[src/rtl/int_source_conditioner.sv]
// int_source_conditioner
//   Front end of the interrupt controller. Synchronises the raw peripheral IRQ
//   lines and applies per-source polarity and edge/level mode. Holds the
//   software-visible INT_EN, INT_MODE, INT_FLAG and INT_RAW registers and drives
//   the controller's int_sources, ea and en1..en3 inputs.
//
//   Optional feature macro: INT_SRC_GLITCH_FILTER_EN
//     defined   - a per-source stability counter (FILTER_LEN cycles) sits between
//                 the polarity-corrected level and the edge/level logic.
//     undefined - no counters; the polarity-corrected level is used directly.

module int_source_conditioner #(
   parameter int NUM_SRC     = 4,
   parameter int SYNC_STAGES = 2,
   parameter int FILTER_LEN  = 4
) (
   input  logic               clk,
   input  logic               rst_n,
   input  logic [NUM_SRC-1:0] irq_raw,
   input  logic [1:0]         bus_addr,
   input  logic               bus_wr,
   input  logic               bus_rd,
   input  logic [7:0]         bus_wdata,
   output logic [7:0]         bus_rdata,
   output logic [NUM_SRC-1:0] int_sources,
   output logic               ea,
   output logic               en1,
   output logic               en2,
   output logic               en3
);

   // Register map selected by bus_addr.
   typedef enum logic [1:0] {
      REG_EN   = 2'd0,
      REG_MODE = 2'd1,
      REG_FLAG = 2'd2,
      REG_RAW  = 2'd3
   } reg_addr_t;

   // Parameter sanity: the controller interface is fixed at four sources and
   // the synchroniser depth is only characterised for 2..4 stages.
   if (NUM_SRC != 4 || SYNC_STAGES < 2 || SYNC_STAGES > 4 || FILTER_LEN < 1) begin : g_param_check
      $error("int_source_conditioner: unsupported parameter combination");
   end

   // ------------------------------------------------------------------------
   // Software registers
   // ------------------------------------------------------------------------
   logic               ea_q;
   logic [3:1]         en_q;
   logic [NUM_SRC-1:0] mode_q;   // 1 = edge, 0 = level
   logic [NUM_SRC-1:0] pol_q;    // 1 = active-low / falling edge
   logic [NUM_SRC-1:0] flag_q;

   reg_addr_t addr;
   logic      wr_en_reg;
   logic      wr_mode_reg;
   logic      wr_flag_reg;

   assign addr        = reg_addr_t'(bus_addr);
   assign wr_en_reg   = bus_wr && (addr == REG_EN);
   assign wr_mode_reg = bus_wr && (addr == REG_MODE);
   assign wr_flag_reg = bus_wr && (addr == REG_FLAG);

   // ------------------------------------------------------------------------
   // Synchroniser
   // ------------------------------------------------------------------------
   logic [NUM_SRC-1:0] sync_q [SYNC_STAGES];
   logic [NUM_SRC-1:0] sync_lvl;
   logic [NUM_SRC-1:0] s;

   // Shift each raw line through SYNC_STAGES flops.
   always_ff @(posedge clk or negedge rst_n) begin
      if (!rst_n) begin
         // NOTE: the synchroniser is an array of flops, not a RAM, so every
         // element is cleared by the asynchronous reset; a reset mid-event must
         // leave nothing in flight.
         for (int k = 0; k < SYNC_STAGES; k++) begin
            sync_q[k] <= '0;
         end
      end else begin
         // NOTE: non-blocking assignments let each stage sample the previous
         // stage's old value, which is what makes this a shift register.
         sync_q[0] <= irq_raw;
         for (int k = 1; k < SYNC_STAGES; k++) begin
            sync_q[k] <= sync_q[k-1];
         end
      end
   end

   assign sync_lvl = sync_q[SYNC_STAGES-1];
   assign s        = sync_lvl ^ pol_q;

   // ------------------------------------------------------------------------
   // Optional glitch filter
   // ------------------------------------------------------------------------
   logic [NUM_SRC-1:0] lvl;      // level seen by the edge/level logic

`ifdef INT_SRC_GLITCH_FILTER_EN
   localparam int CNT_W = (FILTER_LEN > 1) ? $clog2(FILTER_LEN) : 1;

   logic [CNT_W-1:0]   filt_cnt [NUM_SRC];
   logic [NUM_SRC-1:0] filt_q;

   // Accept a new level only after s has differed from the filtered level for
   // FILTER_LEN consecutive cycles; any return to the old level restarts.
   always_ff @(posedge clk or negedge rst_n) begin
      if (!rst_n) begin
         filt_q <= '0;
         for (int i = 0; i < NUM_SRC; i++) begin
            filt_cnt[i] <= '0;
         end
      end else begin
         for (int i = 0; i < NUM_SRC; i++) begin
            if (s[i] == filt_q[i]) begin
               filt_cnt[i] <= '0;
            end else if (filt_cnt[i] == CNT_W'(FILTER_LEN - 1)) begin
               filt_q[i]   <= s[i];
               filt_cnt[i] <= '0;
            end else begin
               filt_cnt[i] <= filt_cnt[i] + 1'b1;
            end
         end
      end
   end

   assign lvl = filt_q;
`else
   assign lvl = s;
`endif

   // ------------------------------------------------------------------------
   // Edge detection and flags
   // ------------------------------------------------------------------------
   logic [NUM_SRC-1:0] lvl_d;
   logic [NUM_SRC-1:0] rise;
   logic [NUM_SRC-1:0] mode_nxt;
   logic [NUM_SRC-1:0] flag_clr;
   logic [NUM_SRC-1:0] flag_nxt;

   assign rise = lvl & ~lvl_d;

   // Next flag value: W1C clears, a rise sets (set wins), and a source that is
   // in level mode after this edge holds no flag.
   always_comb begin
      // NOTE: every output of a combinational block gets a default first so no
      // path leaves it unassigned and no latch is inferred.
      mode_nxt = mode_q;
      flag_clr = '0;
      if (wr_mode_reg) begin
         mode_nxt = bus_wdata[NUM_SRC-1:0];
      end
      if (wr_flag_reg) begin
         flag_clr = bus_wdata[NUM_SRC-1:0];
      end
      flag_nxt = ((flag_q & ~flag_clr) | rise) & mode_nxt;
   end

   // Delayed level for edge detection, the flags, and the registered outputs.
   always_ff @(posedge clk or negedge rst_n) begin
      if (!rst_n) begin
         lvl_d       <= '0;
         flag_q      <= '0;
         int_sources <= '0;
      end else begin
         lvl_d       <= lvl;
         flag_q      <= flag_nxt;
         int_sources <= (mode_q & flag_q) | (~mode_q & lvl_d);
      end
   end

   // ------------------------------------------------------------------------
   // Enable and mode registers
   // ------------------------------------------------------------------------

   // Bus writes to INT_EN and INT_MODE; unimplemented INT_EN bits are dropped.
   always_ff @(posedge clk or negedge rst_n) begin
      if (!rst_n) begin
         ea_q   <= 1'b0;
         en_q   <= '0;
         mode_q <= '0;
         pol_q  <= '0;
      end else begin
         if (wr_en_reg) begin
            ea_q <= bus_wdata[7];
            en_q <= bus_wdata[3:1];
         end
         if (wr_mode_reg) begin
            mode_q <= bus_wdata[3:0];
            pol_q  <= bus_wdata[7:4];
         end
      end
   end

   assign ea  = ea_q;
   assign en1 = en_q[1];
   assign en2 = en_q[2];
   assign en3 = en_q[3];

   // ------------------------------------------------------------------------
   // Read path
   // ------------------------------------------------------------------------
   logic [7:0] rd_mux;

   // Select the register image addressed by the current read.
   always_comb begin
      rd_mux = '0;
      unique case (addr)
         REG_EN:   rd_mux = {ea_q, 3'b000, en_q, 1'b0};
         REG_MODE: rd_mux = {pol_q, mode_q};
         REG_FLAG: rd_mux = {4'b0000, flag_q};
         REG_RAW:  rd_mux = {4'b0000, s};
         default:  rd_mux = '0;
      endcase
   end

   // Register read data; a simultaneous write returns the pre-write image
   // because the mux sees register values from before this edge.
   always_ff @(posedge clk or negedge rst_n) begin
      if (!rst_n) begin
         bus_rdata <= '0;
      end else if (bus_rd) begin
         bus_rdata <= rd_mux;
      end
   end

endmodule

[config.mk]
export PLATFORM = sky130hd
export DESIGN_NAME = int_source_conditioner
export DESIGN_NICKNAME = d
export VERILOG_FILES = /design/src/rtl/int_source_conditioner.sv
export SDC_FILE = /design/constraint.sdc
export NUM_CORES = 1
export LEC_CHECK = 0
export CAP_MARGIN = 20
export CORE_ASPECT_RATIO = 0.5
export CORE_MARGIN = 4
export CORE_UTILIZATION = 47
export CTS_BUF_LIST = sky130_fd_sc_hd__clkbuf_16
export CTS_CLUSTER_DIAMETER = 200
export CTS_CLUSTER_SIZE = 14
export DETAILED_ROUTE_END_ITERATION = 8
export PLACE_DENSITY = 0.81
export SLEW_MARGIN = 20
export SYNTH_ARGS = -nofsm -noshare
export SYNTH_HDL_FRONTEND = slang
export SYNTH_SLANG_ARGS = --single-unit
export TNS_END_PERCENT = 30
[constraint.sdc]
create_clock -name clk -period 2.55 [get_ports clk]
set_input_delay 0.3825 -clock clk [delete_from_list [all_inputs] [get_ports clk]]
set_output_delay 0.3825 -clock clk [all_outputs]
set_load 0.02 [all_outputs]
==> results.sh, run 1 <==
export IMPL_drc_errors=0
export IMPL_num_rows=14
export IMPL_track_usage_pct=15.03
export IMPL_routed_wl_um=3044
export IMPL_fp_dieH_um=49.12
export IMPL_setup_viol=0
export IMPL_grt_remaining_overflow=0
export IMPL_synthAdderAreaFrac_pct=0
export IMPL_netlist_area_um2=1589
export IMPL_cts_max_level=2
export IMPL_cts_root_buffer="clkbuf_16"
export IMPL_synth_seq_area_share_pct=62.99
export IMPL_io_buffers=33
export IMPL_syn_instance_count=117
export IMPL_path_class="in2reg"
export IMPL_setup_slack_ns=0.8663
export IMPL_slew_headroom_pct=44.52
export IMPL_worstMarginPinSlew_ns=0.8322
export IMPL_wl_per_cell_um=15.53
export IMPL_placed_cells=188
export IMPL_clk_insertion_delay_late_ns=0.28
export IMPL_gp_congestion=0.8474
export IMPL_fmax_mhz=593.9
export IMPL_post_place_ws_ns=0.5617
export IMPL_cts_sinks=40
export IMPL_muxShareOfSynthArea_pct=16.69
export IMPL_dr_pass1_iters=2
export IMPL_synth_xor_area_share_pct=2.205
export IMPL_cts_resized=0
export IMPL_stdcell_count=196
export IMPL_postCtsSetupBuffers=0
export IMPL_path_delay_family="simple AND/OR/NAND/NOR gates"
export IMPL_grt_pass1_wl_um=5002
export IMPL_clk_pin_slew_worst_paths_ns=0.05
export IMPL_hold_viol_final=0
export IMPL_dieWidth_um=90.23
export IMPL_cp_max_fo=5
export IMPL_p_leak_uw=0.0009433
export IMPL_power_density_nw_per_um2=863.7
export IMPL_synth_seq_cells=40
export IMPL_synth_simple_area_share_pct=6.614
export IMPL_final_nets=173
export IMPL_seqCellArea_um2=1001
export IMPL_grt_max_degree=41
export IMPL_fin_crit_sh_pct=66.03
export IMPL_drt_iter0_drc=51
export IMPL_grt_pass1_vias=1036
export IMPL_path_cells="clkdlybuf4s50_1 > nand2b_1 > nor2_2 > mux2_1"
export IMPL_async_flop_share_pct=100.0
export IMPL_synth_top_family_by_area="multiplexers"
export IMPL_cts_tree="built"
export IMPL_crit_path_end_kind="flop"
export IMPL_slowest_stage="clkdlybuf4s50_1"
export IMPL_synth_edff_count=0
export IMPL_syn_area_per_cell_um2=13.58
export IMPL_synth_compound_area_share_pct=8.819
export IMPL_synth_top_flop_cell="dfrtp_1"
export IMPL_rsz0062_at_grt="no"
export IMPL_required_ns=2.71
export IMPL_cts_hold_buf=0
export IMPL_cts_buffers=5
export IMPL_multiInputGateArea_um2=545.5
export IMPL_fin_worst_skew_ns=0.003195
export IMPL_io_pins=34
export IMPL_clockBufferDepth=2
export IMPL_ys_types=22
export IMPL_status="finished clean"
export IMPL_yosys_top_cells_count="dfrtp_1, mux2_2, nand2_1, o22ai_1"
export IMPL_via_per_inst=5.128
export IMPL_holdCritPathClass="in2async"
export IMPL_worstPathArrival_ns=1.84
export IMPL_n_fill_cell=247
export IMPL_num_vias=1005
export IMPL_fin_util_pct=67.18
export IMPL_finalPower_uw=1809
export IMPL_ant_nets=0
export IMPL_layout_area_overhead_vs_synth_pct=31.81
export IMPL_crit_path_start_kind="input port"
export IMPL_antenna_found_initial=0
export IMPL_yosysWarnings=0
export IMPL_ir_drop_mv=0.3905
export IMPL_critPathMaxStageDelay_ns=0.54
export IMPL_path_buf_inv=1
export IMPL_finalSetupTns_ns=0
export IMPL_post_dp_hpwl_um=2224
export IMPL_max_cap_viol_count=0
export IMPL_initial_core_util_pct=50.96
export IMPL_coreArea_um2=3118
export IMPL_synth_area_top_cells="dfrtp_1, mux2_2, mux2i_1"
export IMPL_post_route_min_period_ns=1.684
export IMPL_synth_top_cell_by_area="dfrtp_1"
export IMPL_yosys_area_top_type_share_pct=62.99
export IMPL_synth_nets=135
export IMPL_die_area_um2=4432
export IMPL_synth_most_common_cell="dfrtp_1"
export IMPL_diodes=0
export IMPL_drive_above_1_share_pct=14.74
export IMPL_drv_slew=0
## power breakdown
part | leakage [uW] | switching, uW | internal, uW | total, uW
Combinational | 0.000384 | 189 | 218 | 407
Clock | 0.0000710 | 229 | 355 | 583
Sequential | 0.000488 | 69.8 | 749 | 819
Total | 0.000943 | 488 | 1320 | 1810
## sequential cells by signal, summed over array words and instances (netlist names)
| name | count |
|---|---|
| ea | 1 |
| int_sources | 4 |
| mode_q | 4 |
| bus_rdata | 8 |
| sync_q | 4 |
| sync_lvl | 4 |
| pol_q | 4 |
| flag_q | 4 |
| lvl_d | 4 |
| en_q | 3 |
## final timing paths
check / start / end / slack (ns) / depth (start not counted)
worst max-delay path: bus_addr[0] / ea / 0.87 / 4
worst min-delay path: rst_n / sync_q[5] / 0.20 / 1
worst max register to register: pol_q[0] / bus_rdata[0] / 1.45 / 3
worst min register to register: sync_q[6] / sync_lvl[2] / 0.35 / 0
max in group asynchronous: rst_n / lvl_d[1] / 1.82 / 1
min in group clk: sync_q[6] / sync_lvl[2] / 0.35 / 0
## placed cells by master, fill, tap and decap left out, drive strengths merged
cell            n
clkbuf          5
mux2           16
a21o            1
clkinv          3
nand2b          7
o21bai          3
o22ai           8
a21boi          4
buf             2
nand3b          1
nand3           1
xor2            4
clkdlybuf4s50  32
inv             7
nand2           8
a21oi           1
mux2i           7
dfrtp          40
o21ai           5
nor2            1
## stage by stage
stage	instance area, um2	hold slack [ns]
after floorplan	1589	0.08691
after global placement	1956	0.3320
after detailed placement	1956	0.3356
after CTS	2095	0.2445
after global routing	2095	0.2929
final	2095	0.2040
## final cells by class
type	instances	area share [%]
multi-input cells	67	26.05
flip-flops and latches	40	47.79
well taps	40	2.389
clock buffers	5	5.974
repair buffers	34	15.89
clock inverters	3	0.6571
inverters	7	1.254
## routing by layer
| layer | wire length [um] | track usage [%] | vias to the layer above |
|---|---|---|---|
| li1 | - | - | 479 |
| met1 | 1411 | 18.38 | 497 |
| met2 | 1446 | 23.49 | 25 |
| met3 | 163 | 7.088 | 4 |
| met4 | 23 | 5.330 | 0 |
| met5 | 0 | 0 | - |
## cells by family (layout without fill, tap and decap cells)
logic type | after synthesis | after routing
and+or+nand+nor | 18 | 18
muxes | 23 | 23
xor gates and xnor gates | 4 | 4
buffers and inverters | 10 | 49
AOI/OAI and AO/OA | 22 | 22
DFF | 40 | 40
No activity file was read; power rests on OpenSTA's default activity.
==> run 2, diff against run 1 <==
==> constraint.sdc (replaced) <==
create_clock -name clk -period 1.63 [get_ports clk]
set_input_delay 0.2445 -clock clk [delete_from_list [all_inputs] [get_ports clk]]
set_output_delay 0.2445 -clock clk [all_outputs]
set_load 0.02 [all_outputs]
==> run 2 against run 1 <==
Critical path depth down 3. Global-route usage rose by 1.4 points. Non-clock buffer count up 8. Cell count rose by 3.6%. Highest routed layer unchanged. Largest power group unchanged. Setup slack worse by 0.75 ns. Hold slack gained 0.14 ns. Total power rose by 75%.
==> results.sh, run 2 (synthesized netlist as in run 1, its figures left out) <==
export IMPL_seqCellArea_um2=1001
export IMPL_p_leak_uw=0.0009991
export IMPL_path_buf_inv=1
export IMPL_slew_headroom_pct=60.58
export IMPL_ant_nets=0
export IMPL_pwr_share_clk_pct=39.2
export IMPL_p_comb_share_pct=20.6
export IMPL_drt_iter0_drc=78
export IMPL_final_cell_mix="dfrtp_1, clkdlybuf4s50_1"
export IMPL_clk_insertion_delay_late_ns=0.28
export IMPL_die_area_um2=4432
export IMPL_dieWidth_um=90.23
export IMPL_power_density_nw_per_um2=1438
export IMPL_p_switching_uw=776.7
export IMPL_crit_path_end_kind="output port"
export IMPL_cts_buffers=5
export IMPL_slowest_stage="clkdlybuf4s50_1"
export IMPL_via_per_inst=5.172
export IMPL_pwr_share_seq_pct=40.2
export IMPL_post_dp_hpwl_um=2209
export IMPL_num_vias=1050
export IMPL_fp_dieH_um=49.12
export IMPL_setup_viol=0
export IMPL_cts_max_level=2
export IMPL_drc_errors=0
export IMPL_diodes=0
export IMPL_dr_pass1_iters=4
export IMPL_r2r_slack_ns=0.52
export IMPL_finalSetupTns_ns=0
export IMPL_grt_remaining_overflow=0
export IMPL_hold_ws_ns=0.3466
export IMPL_hold_start="sync_q[4]"
export IMPL_hold_viol_final=0
export IMPL_clockBufferDepth=2
export IMPL_grt_pass1_wl_um=5582
export IMPL_p_int_uw=2392
export IMPL_swShare_pct=24.51
export IMPL_worstMarginPinSlew_ns=0.5914
export IMPL_coreArea_um2=3118
export IMPL_postCtsSetupBuffers=0
export IMPL_antenna_found_initial=0
export IMPL_stdcell_count=203
export IMPL_fin_worst_skew_ns=0.004147
export IMPL_reg2reg_depth=3
export IMPL_grt_pass1_vias=1132
export IMPL_cts_root_buffer="clkbuf_16"
export IMPL_fmax_mhz=660.1
export IMPL_n_fill_cell=224
export IMPL_drive_above_1_share_pct=18.40
export IMPL_path_delay_family="buffers and inverters"
export IMPL_timing_rr_end="bus_rdata[1]"
export IMPL_regMostFlops="bus_rdata"
export IMPL_track_usage_pct=16.40
export IMPL_critPathMaxStageDelay_ns=0.62
export IMPL_grt_max_degree=29
export IMPL_io_pins=34
export IMPL_holdCritPathClass="reg2reg"
export IMPL_io_buffers=33
export IMPL_min_to="sync_lvl[0]"
export IMPL_num_rows=14
export IMPL_clk_pin_slew_worst_paths_ns=0.06
export IMPL_gp_congestion=0.8151
export IMPL_fin_util_pct=70.67
export IMPL_cp_max_fo=3
export IMPL_ir_drop_mv=0.7631
export IMPL_max_cap_viol_count=0
export IMPL_r2r_start="pol_q[1]"
export IMPL_placed_cells=195
export IMPL_routed_wl_um=3163
export IMPL_final_common_cell="dfrtp_1"
export IMPL_path_cells="clkdlybuf4s50_1"
export IMPL_path_class="reg2out"
export IMPL_finalPower_uw=3169
export IMPL_post_route_min_period_ns=1.515
export IMPL_rsz0062_at_grt="no"
export IMPL_largest_register_ffs=8
export IMPL_crit_path_start="en_q[3]"
export IMPL_final_nets=181
export IMPL_multiInputGateArea_um2=545.5
export IMPL_worstPathArrival_ns=1.27
export IMPL_crit_path_start_kind="flop"
export IMPL_fin_crit_sh_pct=92.94
export IMPL_cts_tree="built"
export IMPL_layout_area_overhead_vs_synth_pct=38.66
export IMPL_drv_slew=0
export IMPL_required_ns=1.39
export IMPL_wl_per_cell_um=15.58
export IMPL_initial_core_util_pct=50.96
export IMPL_cts_sinks=40
export IMPL_status="finished clean"
export IMPL_hold_path_depth=0
## run 2: changes by cell type in the layout (fill, tap and decap cells not counted), sizes merged
cell	delta
buf	+7
bufinv	+2
clkinv	-3
dlygate4sd3	+1
## run 2: worst max path at each step
| stage | to | slack (ns) | depth (start not counted) |
|---|---|---|---|
| after floorplan | ea | 0.59 | 3 |
| after global placement | ea | 0.04 | 4 |
| after detailed placement | en_q[1] | -0.004 | 4 |
| after CTS | en3 | 0.09 | 1 |
| after global routing | ea | 0.07 | 1 |
| final | en3 | 0.12 | 1 |
## run 2: final cells by class
type / count / share of cell area (%)
Inverter: 7 / 1.193
Tap cell: 40 / 2.271
Clock inverter: 2 / 2.726
Sequential cell: 40 / 45.43
Clock buffer: 5 / 5.679
Timing Repair Buffer: 42 / 17.94
Multi-Input combinational cell: 67 / 24.76
## run 2: worst reg2reg max path, cell delays in order, from the launching register on
cell and delay [ns]:
dfrtp_1 0.40, xor2_1 0.32, mux2i_1 0.14, o21bai_1 0.17
## run 2: layer usage
layer / vias up / global-route usage, % / wire [um]
met4: 0 / 6.853 / 41
met3: 5 / 5.239 / 170
li1: 492 / - / -
met1: 521 / 21.28 / 1496
met2: 32 / 25.59 / 1454
met5: - / 0 / 0
## run 2: power by group through the flow
stage / clock (uW) / combinational (uW) / sequential (uW)
final: 1240 / 653 / 1280
after global routing: 1300 / 708 / 1300
after detailed placement: 0 / 651 / 1290
after CTS: 1260 / 660 / 1280
after global placement: 0 / 640 / 1290
after floorplan: 0 / 255 / 1370
## run 2: what timing repair did
item                      4_1_cts  5_1_grt
hold buffers                    1        0
gates resized for setup         0        0
hold endpoints to repair       26        0
## run 2: stage by stage
step | setup slack [ns] | instance area, um2
floorplan | 0.5909 | 1589
global placement | 0.03718 | 2008
detailed placement | -0.004272 | 2008
CTS | 0.09350 | 2203
global route | 0.06670 | 2203
finish | 0.1150 | 2203
